$ cat src/rtl/ttl_74161a_cen.sv
// Cascadable 74LS161A-style 4-bit counter chain.
// Counts on a falling edge of Cen detected on the fast clock.
module ttl_74161a_cen #(
  parameter int BLOCKS = 2
) (
  input  logic                  Clk,
  input  logic                  CLRn,
  input  logic                  Cen,
  input  logic                  LOADn,
  input  logic                  ENP,
  input  logic                  ENT,
  input  logic [4*BLOCKS-1:0]   D,
  output logic [4*BLOCKS-1:0]   Q,
  output logic [BLOCKS-1:0]     RCO
);

  logic                cen_q;
  logic                arm_q;
  logic                evt;
  logic [4*BLOCKS-1:0] q_q;
  logic [4*BLOCKS-1:0] q_d;
  logic [BLOCKS-1:0]   ent_c;
  logic [BLOCKS-1:0]   rco_c;

  // cen_q reads high out of clear; arm_q masks the
  // first edge after release so that reference can't fire.
  assign evt = ~Cen & cen_q & arm_q;

  // Carry chain: each block's ENT is the RCO of the one below.
  always_comb begin
    logic run;
    ent_c = '0;
    rco_c = '0;
    run   = ENT;
    for (int k = 0; k < BLOCKS; k++) begin
      ent_c[k] = run;
      run      = run & (q_q[4*k +: 4] == 4'hF);
      rco_c[k] = run;
    end
  end

  // Next state: load beats count; counting needs ENP and ENT_k.
  always_comb begin
    q_d = q_q;
    if (evt) begin
      if (!LOADn) begin
        q_d = D;
      end else if (ENP) begin
        for (int k = 0; k < BLOCKS; k++) begin
          if (ent_c[k]) begin
            q_d[4*k +: 4] = q_q[4*k +: 4] + 4'd1;
          end
        end
      end
    end
  end

  // Counter, edge detector and post-clear arm flag.
  always_ff @(posedge Clk or negedge CLRn) begin
    if (!CLRn) begin
      q_q   <= '0;
      cen_q <= 1'b1;
      arm_q <= 1'b0;
    end else begin
      q_q   <= q_d;
      cen_q <= Cen;
      arm_q <= 1'b1;
    end
  end

  assign Q   = q_q;
  assign RCO = rco_c;

endmodule

$ cat config.mk
export PLATFORM = sky130hd
export DESIGN_NAME = ttl_74161a_cen
export DESIGN_NICKNAME = d
export VERILOG_FILES = /design/src/rtl/ttl_74161a_cen.sv
export SDC_FILE = /design/constraint.sdc
export NUM_CORES = 1
export LEC_CHECK = 0
export CELL_PAD_IN_SITES_DETAIL_PLACEMENT = 0
export CELL_PAD_IN_SITES_GLOBAL_PLACEMENT = 1
export CORE_ASPECT_RATIO = 0.8
export CORE_MARGIN = 2
export CORE_UTILIZATION = 35
export CTS_BUF_LIST = sky130_fd_sc_hd__clkbuf_4
export DETAILED_ROUTE_END_ITERATION = 10
export GPL_TIMING_DRIVEN = 0
export PLACE_DENSITY_LB_ADDON = 0.15
export RECOVER_POWER = 100
export SLEW_MARGIN = 25
export SYNTH_ARGS = -nofsm -noshare
export SYNTH_HDL_FRONTEND = slang
export SYNTH_SLANG_ARGS = --single-unit
export TNS_END_PERCENT = 50
$ cat constraint.sdc
create_clock -name Clk -period 2.62 [get_ports Clk]
set_input_delay 0.524 -clock Clk [delete_from_list [all_inputs] [get_ports Clk]]
set_output_delay 0.524 -clock Clk [all_outputs]
set_load 0.005 [all_outputs]
Word-level counts from Yosys, hierarchy flattened
Cells that the tools add are included.
{"block": "totals", "regBits": 10, "inputBits": 14, "output_inout_bits": 10, "wordCells": 22}
{"block": "op_classes", "addsub": 2, "n_eq_ne": 5, "n_mux": 4, "bitwise": 5, "n_reduce_logical": 2}
{"operator": "$mux W8", "n": 2}
{"operator": "$add A4 B1 Y4 const B", "n": 2}
{"operator": "$eq A4 B4 Y1 const B", "n": 2}
{"operator": "$mux W4", "n": 2}
{"operator": "$ne A2 B1 Y1 const B", "n": 3}
{"operator": "$reduce_and A3 Y1", "n": 2}
{"operator": "$and A1 B1 Y1", "n": 4}
{"operator": "$not A1 Y1", "n": 1}

Longest topological paths before layout
{"block": "logic_depth", "depth_word": 5, "mapped_depth": 5}

Least setup slack after synthesis
No wires, ideal clock.
{"block": "synth_timing", "kind": "in2reg", "start": "input Cen", "end": "register q_q[1], in the netlist Q[1]", "arrival_time_ps": 1361, "t_required_ps": 2495, "path_slack_ps": 1134, "path_stages": 3, "path_buffers": 0, "cell_sequence": "nand3b_1 -> nor2_1 -> mux2_2"}
{"block": "synth_between", "elab_chain_cells": 4}
{"item": "start, declared", "line_no": "8", "source": "input logic Cen,"}
{"item": "$not A1 Y1", "line_no": "27", "source": "assign evt = ~Cen & cen_q & arm_q;"}
{"item": "$and A1 B1 Y1 (2 in series)", "line_no": "27"}
{"item": "$reduce_and A3 Y1 (no source line)"}
{"item": "end signal, assigned", "line_no": "65", "source": "q_q <= q_d;"}
{"item": "end, declared", "line_no": "20", "source": "logic [4*BLOCKS-1:0] q_q;"}
No other way between the ends.
A chain may end at the register's enable or synchronous reset.

Worst setup path after layout
{"block": "layout_timing", "start": "input ENT", "end": "output RCO[1]"}
{"block": "layout_between", "elab_chain_cells": 2}
{"item": "start, declared", "line_no": "11", "source": "input logic ENT,"}
{"item": "$and A1 B1 Y1 (2 in series)", "line_no": "37", "source": "run = run & (q_q[4*k +: 4] == 4'hF);"}
{"item": "end, declared", "line_no": "14", "source": "output logic [BLOCKS-1:0] RCO"}
No other way between the ends.

==> results.cfg <==
[cells_and_area]
layout.nets = 112
final_cells = 117
fill_cells = 158
drive_gt1_share_pct = 9.47
antennaDiodeCount = 0
syn2layout_area_growth_pct = 43.6

[placed_design]
dp_hpwl_mm = 1.14
placed_cells = 113
port_buffers = 23
gp_congestion = 0.743

[min_path]
worstHoldPathType = reg2reg

[route]
wl_per_cell_um = 12.8
drcViolationCount = 0
drt-pass1-iter-count = 4
via_per_inst = 5.30
drtIter0Drc = 2
wirelength_mm = 1.50
ant_nets = 0
via_count = 620

[worst_setup_path]
cp-end-kind = primary output
crit_slowest_cell = dlygate4sd3_1
critPathKind = in2out
setup.worst_path.start_class = primary input
slowest_delay_ns = 0.59
path_max_fanout = 9
cp_num_buf_inv = 2
critPathRequiredTime_ns = 2.10
crit_arrival_ns = 1.93
r2r_setup_slack_ns = 1.02
crit_family = buffers and inverters
path_cells = dlygate4sd3_1 -> nand4_4 -> nor2_1 -> clkdlybuf4s50_1

[die]
die_y_um = 42.5
fp.dieArea_sq_um = 2210
die_x_um = 52.1
rows = 13
core_area_sq_um = 1680
start_util_pct = 38.7
ios = 24

[cts]
ctsHoldBuffers = 0
post-cts-setup-buffers = 0
insertion_delay_ns = 0.27
clk_pin_slew_ns = 0.07
cts_sinks = 10
cts_max_level = 1
cts_resized = 0
cts_made_buffers = 3
cts_max_path_buffers = 2
cts_tree = done
cts_root_buf = clkbuf_4

[grt]
antenna_found_initial = 0
grt_pass1_vias = 587
grt_overflow = 0
grt_use_total_pct = 15.9
grt_start_max_net_pins = 11
grt_pass1_wl_mm = 2.58

[timing]
rsz0062_at_grt = no
maxSlewViolCount = 0
min_period_ns = 2.45
tns_ns = 0
hold_viol_final = 0
fmax_mhz = 408
period_share_pct = 93.6
finClkSkew_ns = 0.00194
finalSetupViolations = 0

[yosys]
synth_common_cells = dfrtp_1, nand3_1, mux2i_1, nor2b_1, inv_1
synth.most_common_cell = dfrtp_1
syn_nets = 84
synthArstFlopShare_pct = 100
ys_seq_area_share_pct = 38.8
synth_edf_count = 0
synth.distinct_cells = 28
postSynthAreaPerCell_sq_um = 9.53
ys.flop_type = dfrtp_1
ys.warnings.count = 0
postSynthCellCount = 68
ys_top_cells_by_area = dfrtp_1, mux2i_1, nand3_1, nor2b_1, dfstp_2
syn_area_sq_um = 648
ys_ff_latch = 10
synth_top_cell_by_area = dfrtp_1
synth_top_area_share_pct = 34.7

[power]
p_per_area_nw_per_um2 = 565
p_leak_nw = 0.361
vdd_ir_drop_max_mv = 0.355

[run_status]
status = completed

[flow_run]
maxCapViolCount = 0
-- flip-flops by register name (all words and copies together) (netlist names) --
| signal | flops |
|---|---|
| cen_q | 1 |
| arm_q | 1 |
| Q | 8 |
-- metal layers --
layer  vias to the layer above  GRT usage (%)  part of all wire [%]
met5                         -              0                     0
met3                         2           8.21                   8.0
met4                         0           3.16                  0.60
li1                        307              -                     -
met1                       293           20.5                    44
met2                        18           23.8                    47
-- per-stage QoR --
step                      hold slack (ns)  setup WS [ns]  total power [W]  cell area (sq um)  util, %
after floorplan                     0.228           1.13         0.000324                648        -
after CTS                           0.571          0.233         0.000548                932     55.6
final                               0.565          0.167         0.000526                931     55.6
after global routing                0.622          0.119         0.000570                931     55.6
after detailed placement            0.556          0.235         0.000434                906     54.1
after global placement              0.557          0.230         0.000431                906     54.1
-- final cells by class --
type | instances | area (sq um) | share of cell area (%)
clock buffer | 3 | 22.5 | 2.42
tap | 22 | 27.5 | 2.96
multi-input combinational | 51 | 367 | 39.4
sequential | 10 | 251 | 27.0
buffer | 3 | 13.8 | 1.48
clock inverter | 1 | 3.75 | 0.403
timing repair buffer | 23 | 230 | 24.7
inverter | 4 | 15.0 | 1.61
-- layout by cell type (no fill, tap or decap), types with 2 or more instances in the layout --
cell type        instances
nand2b_1                 2
a2bb2oi_1                2
nand2_1                  3
ha_1                     2
inv_1                    4
dlygate4sd3_1           11
nor4_1                   2
clkbuf_4                 3
clkdlybuf4s50_1         12
nor2_1                   2
mux2_2                   2
nand3_1                  8
dfrtp_1                  9
buf_2                    2
or4_1                    2
nor2b_1                  5
nor3_1                   2
mux2i_1                  5
o211ai_1                 3
-- worst paths after layout --
kind / start / to / depth (start not counted)
max in group asynchronous: CLRn / cen_q / 1
setup reg to reg: cen_q / Q[1] / 3
min in group asynchronous: CLRn / Q[5] / 1
hold / removal: Q[1] / Q[1] / 1
hold reg to reg: Q[1] / Q[1] / 1
setup / recovery: ENT / RCO[1] / 4
-- logic make-up after synthesis --
group                    after synthesis  share of synthesized area, %
other                                  1                         0.579
flip-flops                            10                          38.8
multiplexers                           7                          11.2
AND/OR/NAND/NOR                       30                          28.4
adder cells (fa/ha/maj)                2                          3.86
AO/OA/AOI/OAI                         11                          12.5
buffers and inverters                  7                          4.63
-- report_power, final --
group | total (W) | switching (W) | internal, W
logic | 0.000191 | 0.0000768 | 0.000114
registers | 0.000225 | 0.0000391 | 0.000186
clock network | 0.000110 | 0.0000547 | 0.0000551
total | 0.000526 | 0.000171 | 0.000355
Power figures use the tool's default switching activity.
